$ cat config.mk
export PLATFORM = sky130hd
export DESIGN_NAME = uart_baud_gen_frac
export DESIGN_NICKNAME = d
export VERILOG_FILES = /design/src/rtl/uart_pkg.sv /design/src/rtl/uart_baud_frac_acc.sv /design/src/rtl/uart_baud_gen_frac.sv
export SDC_FILE = /design/constraint.sdc
export NUM_CORES = 1
export LEC_CHECK = 0
export ABC_AREA = 1
export BUFFER_PORTS_ARGS = -buffer_cell sky130_fd_sc_hd__buf_4
export CELL_PAD_IN_SITES_DETAIL_PLACEMENT = 1
export CELL_PAD_IN_SITES_GLOBAL_PLACEMENT = 1
export CORE_MARGIN = 5
export CORE_UTILIZATION = 35
export DETAILED_ROUTE_END_ITERATION = 10
export PLACE_DENSITY_LB_ADDON = 0.1
export SETUP_SLACK_MARGIN = 0.15
export SLEW_MARGIN = 20
export SYNTH_ARGS = -nofsm -noshare
export SYNTH_HDL_FRONTEND = slang
export SYNTH_SLANG_ARGS = --single-unit
$ cat constraint.sdc
create_clock -name clk -period 2 [get_ports clk]
set_input_delay 0.1 -clock clk [delete_from_list [all_inputs] [get_ports clk]]
set_output_delay 0.1 -clock clk [all_outputs]
set_load 0.01 [all_outputs]
$ cat src/rtl/uart_pkg.sv
// Shared types and defaults for the UART baud generator slice.
// Build option UART_BAUD_FRAC_EN enables the fractional divisor.
package uart_pkg;

   localparam int OVERSAMPLE_DEF = 16;
   localparam int DIV_W_DEF      = 16;
   localparam int FRAC_W_DEF     = 4;

   typedef struct packed {
      logic [DIV_W_DEF-1:0]  int_part;
      logic [FRAC_W_DEF-1:0] frac_part;
   } baud_div_t;

   // Counter width able to hold 0..n-1, never narrower than one bit.
   function automatic int cnt_w(input int n);
      return (n <= 2) ? 1 : $clog2(n);
   endfunction

endpackage

$ cat src/rtl/uart_baud_frac_acc.sv
// Fractional phase accumulator; carry is the overflow the next step would produce,
// so the period in which the sum wraps is the one stretched by a cycle.
module uart_baud_frac_acc
   import uart_pkg::*;
#(
   parameter int FRAC_W = FRAC_W_DEF
) (
   input  logic              clk,
   input  logic              rst,
   input  logic              step,
   input  logic              clr,
   input  logic [FRAC_W-1:0] frac,
   output logic              carry
);

   logic [FRAC_W-1:0] frac_acc;
   logic [FRAC_W:0]   sum;

   assign sum   = {1'b0, frac_acc} + {1'b0, frac};
   assign carry = sum[FRAC_W];

   always_ff @(posedge clk) begin
      if (rst || clr)
         frac_acc <= '0;
      else if (step)
         frac_acc <= sum[FRAC_W-1:0];
   end

endmodule

$ cat src/rtl/uart_baud_gen_frac.sv
// Fractional baud tick generator: oversample tick plus bit tick every OVERSAMPLE ticks.
// Define UART_BAUD_FRAC_EN to include the fractional accumulator; otherwise div_frac is ignored.
module uart_baud_gen_frac
   import uart_pkg::*;
#(
   parameter int DIV_W       = DIV_W_DEF,
   parameter int FRAC_W      = FRAC_W_DEF,
   parameter int OVERSAMPLE  = OVERSAMPLE_DEF,
   parameter int RST_DIV_INT = 0
) (
   input  logic              clk,
   input  logic              rst,
   input  logic              en,
   input  logic [DIV_W-1:0]  div_int,
   input  logic [FRAC_W-1:0] div_frac,
   input  logic              div_load,
   output logic              div_pend,
   input  logic              sync_clr,
   output logic              tick_os,
   output logic              tick_bit
);

   localparam int OS_W  = cnt_w(OVERSAMPLE);
   localparam int LIM_W = DIV_W + 1;

   logic [DIV_W-1:0]  int_act, int_shd;
   logic [FRAC_W-1:0] frac_act, frac_shd;
   logic [LIM_W-1:0]  cyc_cnt, lim;
   logic [OS_W-1:0]   os_cnt;
   logic              carry, boundary, apply, os_last;

`ifdef UART_BAUD_FRAC_EN
   uart_baud_frac_acc #(.FRAC_W(FRAC_W)) u_frac_acc (
      .clk   (clk),
      .rst   (rst),
      .step  (boundary),
      .clr   (sync_clr),
      .frac  (frac_act),
      .carry (carry)
   );
`else
   logic unused_frac;
   assign carry       = 1'b0;
   assign unused_frac = ^frac_act;
`endif

   // lim is one bit wider than the divisor so all-ones plus carry cannot wrap.
   assign lim      = {1'b0, int_act} + LIM_W'(carry);
   assign boundary = en && !sync_clr && (cyc_cnt == lim);
   assign apply    = sync_clr || boundary;
   assign os_last  = (os_cnt == OS_W'(OVERSAMPLE - 1));

   always_ff @(posedge clk) begin
      if (rst) begin
         cyc_cnt  <= '0;
         os_cnt   <= '0;
         tick_os  <= 1'b0;
         tick_bit <= 1'b0;
         div_pend <= 1'b0;
         int_act  <= DIV_W'(RST_DIV_INT);
         frac_act <= '0;
         int_shd  <= '0;
         frac_shd <= '0;
      end else begin
         tick_os  <= boundary;
         tick_bit <= boundary && os_last;

         if (div_load) begin
            int_shd  <= div_int;
            frac_shd <= div_frac;
         end

         // Shadow only lands on a period boundary or a phase realign, never mid-period.
         if (apply && div_pend) begin
            int_act  <= int_shd;
            frac_act <= frac_shd;
         end

         if (div_load)
            div_pend <= 1'b1;
         else if (apply)
            div_pend <= 1'b0;

         if (sync_clr) begin
            cyc_cnt <= '0;
            os_cnt  <= '0;
         end else if (boundary) begin
            cyc_cnt <= '0;
            os_cnt  <= os_last ? '0 : os_cnt + OS_W'(1);
         end else if (en) begin
            cyc_cnt <= cyc_cnt + LIM_W'(1);
         end
      end
   end

endmodule

[After elaboration in Yosys (flattened, before gate mapping)]
Cells that the tools add are included.
Storage, ports and cells
  bits in registers: 56
  bits in latches: 0
  memory bits (writable): 0
  memory bits (read-only): 0
  input port bits: 25
  logic and storage cells: 23
  memories: 0
Operators by class
  add/sub/neg operators: 2
  $mul: 0
  divide/modulo/power cells: 0
  order comparisons: 0
  eq/ne operators: 2
  shifts and indexed selects: 0
  mux-type cells: 3
  bitwise operators: 0
  reductions and logical operators: 9
Operators by type and width (number)
  adder 17 x 1 -> 17 bit (second input constant): 1
  == test 17 x 16 -> 1 bit: 1
  adder 4 x 1 -> 4 bit (second input constant): 1
  == test 4 bit (second input constant): 1
  logical AND 1 bit: 4
  two-way mux 4 bit: 1
  OR reduction 3 bit: 1
  two-way mux 1 bit: 2
  nonzero test 2 bit: 1
  OR reduction 2 bit: 1
  logical NOT 1 bit: 1
  logical OR 1 bit: 1

[Longest topological paths before layout]
Gate-level depths: netlist of the first run.
  depth after elaboration: 6
  depth in mapped cells: 12
  depth with buffers taken out: 11

[Worst setup path after synthesis of the first run]
OpenSTA, ideal clock, no wires.
  kind: reg2reg
  start: reg cyc_cnt[0]
  end: reg cyc_cnt[16]
  arrival: 1.350 ns
  required time: 1.883 ns
  setup slack: 0.533 ns
  cell stages (with the launch flop): 11
  path buffers: 0
  cell sequence: dfxtp_1 -> ha_1 -> nand3_1 -> nor2_1 -> nand3_1 -> inv_1 -> nand2_1 -> nor2_2 -> nand2_1 -> xor2_1 -> nor2_1
On the way
  longest elaborated chain between the ends: 3
  elaborated cells on any way between the ends: 4
  those cells by class: add/sub (1); eq/ne (1); reduce/logical (2)
RTL lines
  start, declared: RTL line uart_baud_gen_frac.sv:28  | logic [LIM_W-1:0] cyc_cnt, lim;
  start signal, assigned: RTL line uart_baud_gen_frac.sv:91  | cyc_cnt <= cyc_cnt + LIM_W'(1);
  parallel branches: the longest is 3 deep, another holds adder 17 x 1 -> 17 bit
Several ways; the timed one is not identified.
A chain may end at the register's enable or synchronous reset.

[Worst setup path in the final report of the first run]
  start: reg cyc_cnt[1]
  end: reg cyc_cnt[16]
Same word-level chain as after synthesis.

==> results of run 1 <==
==> placed cells by master (no fill, tap or decap), types with 5 or more instances in the layout <==
cell | Yosys | final
nand2_1 | 76 | 76
nor2_1 | 58 | 57
dfxtp_1 | 56 | 55
inv_1 | 50 | 50
a21oi_1 | 39 | 39
buf_4 | 1 | 31
nand3_1 | 26 | 26
o21ai_0 | 19 | 19
xor2_1 | 9 | 9
xnor2_1 | 7 | 7
nor2_2 | 6 | 7
nor3_1 | 6 | 6
clkbuf_8 | 0 | 5
==> cells by family after synthesis <==
| family | Yosys count | share of synthesized area, % |
|---|---|---|
| xor+xnor | 16 | 5.32 |
| compound gates | 58 | 11.0 |
| fa+ha+maj | 2 | 0.949 |
| buf+inv | 67 | 10.6 |
| flops | 56 | 42.5 |
| simple gates | 180 | 29.6 |
==> layout make-up <==
cell class | count | area, µm² | area share (%)
Inverter | 53 | 199 | 6.49
Sequential cell | 56 | 1120 | 36.6
Clock buffer | 5 | 68.8 | 2.24
Tap cell | 99 | 124 | 4.04
Timing Repair Buffer | 33 | 263 | 8.57
Clock inverter | 3 | 22.5 | 0.735
Multi-Input combinational cell | 257 | 1270 | 41.3
==> worst max-delay path, cell delays in order (launching register included) <==
cell and delay, ns:
dfxtp_1 0.40, ha_1 0.19, nand3_1 0.14, nor2_2 0.17, nand3_1 0.15, inv_1 0.12, nand2_1 0.07, nor2_2 0.10
nand2_1 0.07, xor2_1 0.14, nor2_1 0.05
==> worst max-delay path by stage <==
stage	depth (start not counted)	start	to	slack, ns
floorplan	10	cyc_cnt[0]	cyc_cnt[16]	0.53
global placement	11	cyc_cnt[0]	int_act[14]	0.22
detailed placement	11	cyc_cnt[0]	int_act[14]	0.21
CTS	11	cyc_cnt[0]	int_act[14]	0.19
global route	10	cyc_cnt[1]	cyc_cnt[16]	0.08
finish	10	cyc_cnt[1]	cyc_cnt[16]	0.30
==> power breakdown <==
part	internal (µW)	switching [µW]
clock network	252	398
registers	1160	25.1
logic	120	174
==> per-stage QoR <==
| stage | power (µW) | worst slack, ns | instance area (µm²) |
|---|---|---|---|
| final | 2130 | 0.298 | 3070 |
| after global routing | 2280 | 0.0778 | 3070 |
| after CTS | 2160 | 0.186 | 2990 |
| after detailed placement | 1490 | 0.211 | 2890 |
| after floorplan | 1410 | 0.533 | 2640 |
| after global placement | 1480 | 0.224 | 2890 |
==> cells in the mapped netlist <==
library cell	number
buf_4	1
ha_1	2
dfxtp_1	56
nand3_4	1
nor2_1	58
nand3_1	26
buf_6	3
nand3b_1	1
nand2_4	1
nor3_1	6
buf_2	2
inv_1	50
nor3_2	1
a21oi_1	39
inv_2	3
xnor2_1	7
nor3b_1	3
o21ai_0	19
nor2_2	6
buf_1	2
clkbuf_1	6
xor2_1	9
nand2_1	76
nand3_2	1
==> timing repair <==
| action | 4_1_cts | 5_1_grt |
|---|---|---|
| hold buffers | 1 | 0 |
| hold endpoints to repair | 3 | 0 |
| buffers inserted | 0 | 4 |
| gates resized for setup | 0 | 4 |
| endpoints found under the setup margin | 0 | 23 |
==> per-layer routing <==
metal | vias to the layer above | routed length, µm
met4 | 0 | 81
met3 | 6 | 153
li1 | 1230 | -
met1 | 1015 | 3130
met5 | - | 0
met2 | 27 | 2720
==> state kept, by name, summed over array words and instances (netlist names) <==
name      flops
cyc_cnt      17
div_pend      1
int_act      16
int_shd      16
os_cnt        4
tick_bit      1
tick_os       1
==> results.yml, run 1 <==
cts:
  cts_sinks: 56
  htreeDepth: 2
  worstSkewPairLatency_ns: 0.32
  cts-root-buf: "clkbuf_8"
  cts_buffer_depth: 2
  clk_pin_slew_ns: 0.11
  cts_buffers: 5
  cts_tree: "built"
drt:
  drtAntennaViolNets: 0
  wl_per_cell_um: 12.0
  num_vias: 2278
  drcViolationCount: 0
  drt_iter0_markers: 32
  vias_per_cell: 4.50
  drt_pass1_iterations: 4
  routed_wl_mm: 6.08
logic_synthesis:
  synth-seq-cells: 56
  syn_inst: 379
  post-synth-top-area-fraction_pct: 42.5
  yosys-top-cells-area: "dfxtp_1 43%, nand2_1 11%, nor2_1 8.3%"
  yosys_warnings: 0
  synthesis.nets: 406
  syn_avg_cell_area_um2: 6.96
  synth_seq_area_share_pct: 42.5
  post-synth-top-area-cell: "dfxtp_1"
  syn_area_mm2: 0.00264
  synthDistinctLibCells: 24
timing:
  skew_ns: 0.00480
  finalCritPeriodShare_pct: 85.1
  slew_viol_final: 0
  finalSetupTns_ns: 0
  rsz0062_at_grt: "yes"
  fmax_mhz: 588
  hold-worst-slack_ns: 0.0597
  relSlewSlack_pct: 51.8
  finalSetupViolations: 0
  worst_pin_slew_ns: 0.722
  hold_viol_final: 0
  min_period_ns: 1.70
grt:
  use_met3_pct: 2.59
  grt.total_usage_pct: 13.5
  busiest_layer: "met2"
  antenna_found_initial: 0
  grt_overflow: 0
  grt_use_met1_pct: 18.5
  first_global_vias: 2319
  grt_max_degree: 35
  gr-usage-met2_pct: 21.5
  grt_pass1_wl_mm: 10.7
cells_and_area:
  nets: 433
  final.fill_count: 1003
  insertedDiodeCount: 0
  fin_cells: 506
  final_core_util_pct: 42.0
  drive_above_1_share_pct: 13.8
  syn_to_final_growth_pct: 16.3
placed_design:
  routabilityCongestion: 0.759
  dp_cells: 492
  dp_hpwl_mm: 4.49
  io_buffers: 23
hold_path:
  whs_path_depth: 4
  hold_class: "primary input to register"
  hold_start: "sync_clr"
  hold_end: "os_cnt[2]"
run_status:
  outcome: "completed"
critical_path:
  required_ns: 2.21
  arrival_ns: 1.91
  critPathLaunchType: "register"
  worstPathMaxFanout: 4
  criticalPathCategory: "register to register"
  crit-reg2reg-launch: "cyc_cnt[1]"
  end_kind: "register"
  r2r_end: "cyc_cnt[16]"
  r2r_slack_ns: 0.30
  r2r_cells: 10
die:
  die_w_um: 96.8
  initial_core_util_pct: 36.2
  num_rows: 31
  core_area_mm2: 0.00729
  die-area_mm2: 0.00937
  chipHeight_um: 96.8
  ioPinCount: 28
run:
  cap_violations: 0
power_and_ir_drop:
  power_density_mw_per_mm2: 695
  leakagePower_uw: 0.00126
  peakVddDrop_mv: 0.275
Power figures use the tool's default switching activity.
==> inputs of run 2 (changes only) <==
- CORE_ASPECT_RATIO: unset -> 0.8
==> run 2 against run 1 <==
Against the previous run:
- non-clock buffer count down 3
- clock skew up 0.0021 ns
- hold slack better by 0.012 ns
- setup slack worse by 0.050 ns
- sequential cell count unchanged
- routed wire length up 2.0%
- maximum frequency down 2.9%
- clock power up 32%
- design area down 0.53%
- combinational power down 5%
- critical path type unchanged
- largest cell class unchanged
- largest power group unchanged
==> results.yml, run 2 (same netlist as run 1, synthesis figures left out) <==
drt:
  wl_per_cell_um: 12.6
  drt_iter0_markers: 83
  vias_per_cell: 4.72
  drt_pass1_iterations: 4
  routed_wl_mm: 6.20
  num_vias: 2320
  drtAntennaViolNets: 0
  drcViolationCount: 0
cells_and_area:
  syn_to_final_growth_pct: 15.7
  insertedDiodeCount: 0
  largest_register_ffs: 17
  final_common_cell: "nand2_1"
  nets: 429
  regMostFlops: "cyc_cnt"
  final_core_util_pct: 41.4
  drive_above_1_share_pct: 12.9
  layout_common_cells: "76 x nand2_1, 57 x nor2_1, 55 x dfxtp_1"
  reg_top3: "cyc_cnt x17, int_act x16, int_shd x16"
  fin_cells: 492
placed_design:
  dp_cells: 483
  routabilityCongestion: 0.763
  dp_hpwl_mm: 4.72
  io_buffers: 23
grt:
  grt_overflow: 0
  grt.total_usage_pct: 14.7
  grt_pass1_wl_mm: 11.1
  first_global_vias: 2409
  antenna_found_initial: 0
  grt_max_degree: 33
timing:
  hold_viol_final: 0
  min_period_ns: 1.75
  skew_ns: 0.00690
  finalSetupTns_ns: 0
  fmax_mhz: 571
  relSlewSlack_pct: 62.9
  worst_pin_slew_ns: 0.555
  rsz0062_at_grt: "yes"
  finalSetupViolations: 0
  slew_viol_final: 0
  finalCritPeriodShare_pct: 87.6
power_and_ir_drop:
  p_int_uw: 1770
  peakVddDrop_mv: 0.287
  power_density_mw_per_mm2: 764
  p_clk_share_pct: 37.0
  p_switching_uw: 563
  power_frac_comb_pct: 12.0
  seq_power_share_pct: 51.0
  switching_share_pct: 24.2
  leakagePower_uw: 0.00125
die:
  die-area_mm2: 0.00938
  die_w_um: 107
  initial_core_util_pct: 35.8
  chipHeight_um: 87.6
  ioPinCount: 28
  core_area_mm2: 0.00736
  num_rows: 28
cts:
  cts_sinks: 56
  cts_tree: "built"
  htreeDepth: 2
  worstSkewPairLatency_ns: 0.30
  cts-root-buf: "clkbuf_8"
  cts_buffers: 5
  clk_pin_slew_ns: 0.10
  cts_buffer_depth: 2
critical_path:
  critPathLaunchType: "register"
  end_kind: "register"
  required_ns: 2.24
  worstPathMaxFanout: 5
  arrival_ns: 1.99
  criticalPathCategory: "register to register"
hold_path:
  hold_class: "primary input to register"
run_status:
  outcome: "completed"
run:
  cap_violations: 0
[run 2: cell types whose count changed in the layout (fill, tap and decap cells not counted), sizes merged]
| cell | change |
|---|---|
| buf | -3 |
| inv | -1 |
| clkinv | -2 |
| nand2 | -1 |
| bufinv | +2 |
[run 2: area by class of cell]
cell class	count	area (µm²)
inverters	53	199
fillers	961	4310
clock inverters	2	60.1
flip-flops and latches	56	1120
repair buffers	30	228
clock buffers	5	68.8
multi-input cells	256	1260
well taps	90	113
[run 2: metal layers]
metal | vias to the layer above | GRT usage [%] | part of all wire (%)
met5 | - | 0 | 0
met4 | 0 | 3.37 | 1.3
met3 | 6 | 3.10 | 2.1
met2 | 15 | 25.4 | 47
met1 | 1081 | 18.9 | 49
li1 | 1218 | - | -
[run 2: power groups by stage]
stage | Sequential [µW] | Clock, µW | Combinational, µW
6_report | 1190 | 861 | 280
5_1_grt | 1200 | 932 | 326
4_1_cts | 1190 | 892 | 280
3_5_place_dp | 1220 | 0 | 278
3_3_place_gp | 1210 | 0 | 271
2_1_floorplan | 1210 | 0 | 203
[run 2: worst max-delay path: stages (launching register included)]
cell     delay, ns
dfxtp_1       0.41
ha_1          0.19
nand3_1       0.13
nor2_2        0.23
nand3_2       0.13
inv_1         0.12
nand2_1       0.07
nor2_2        0.10
nand2_1       0.07
xor2_1        0.14
nor2_1        0.10
[run 2: metrics by stage]
step / cell area (µm²) / hold WS, ns / setup WS, ns / total power, µW
after floorplan: 2640 / 0.169 / 0.533 / 1410
after global placement: 2880 / 0.310 / 0.215 / 1490
after detailed placement: 2880 / 0.313 / 0.171 / 1490
after CTS: 3020 / 0.0652 / 0.199 / 2360
after global routing: 3050 / 0.0589 / 0.0393 / 2450
final: 3050 / 0.0713 / 0.248 / 2330
[run 2: worst paths after layout]
kind	from	depth (start not counted)	end	slack (ns)
hold reg to reg	int_shd[3]	2	int_shd[3]	0.46
hold / removal	div_int[5]	3	int_shd[5]	0.07
setup / recovery	cyc_cnt[0]	10	cyc_cnt[16]	0.25
setup reg to reg	cyc_cnt[0]	10	cyc_cnt[16]	0.25
[run 2: what timing repair did]
| action | CTS | global route |
|---|---|---|
| hold buffers | 1 | 0 |
| gates resized for setup | 1 | 4 |
| hold endpoints to repair | 2 | 0 |
| endpoints found under the setup margin | 1 | 30 |
| buffers inserted | 0 | 1 |
| pin swaps | 0 | 1 |
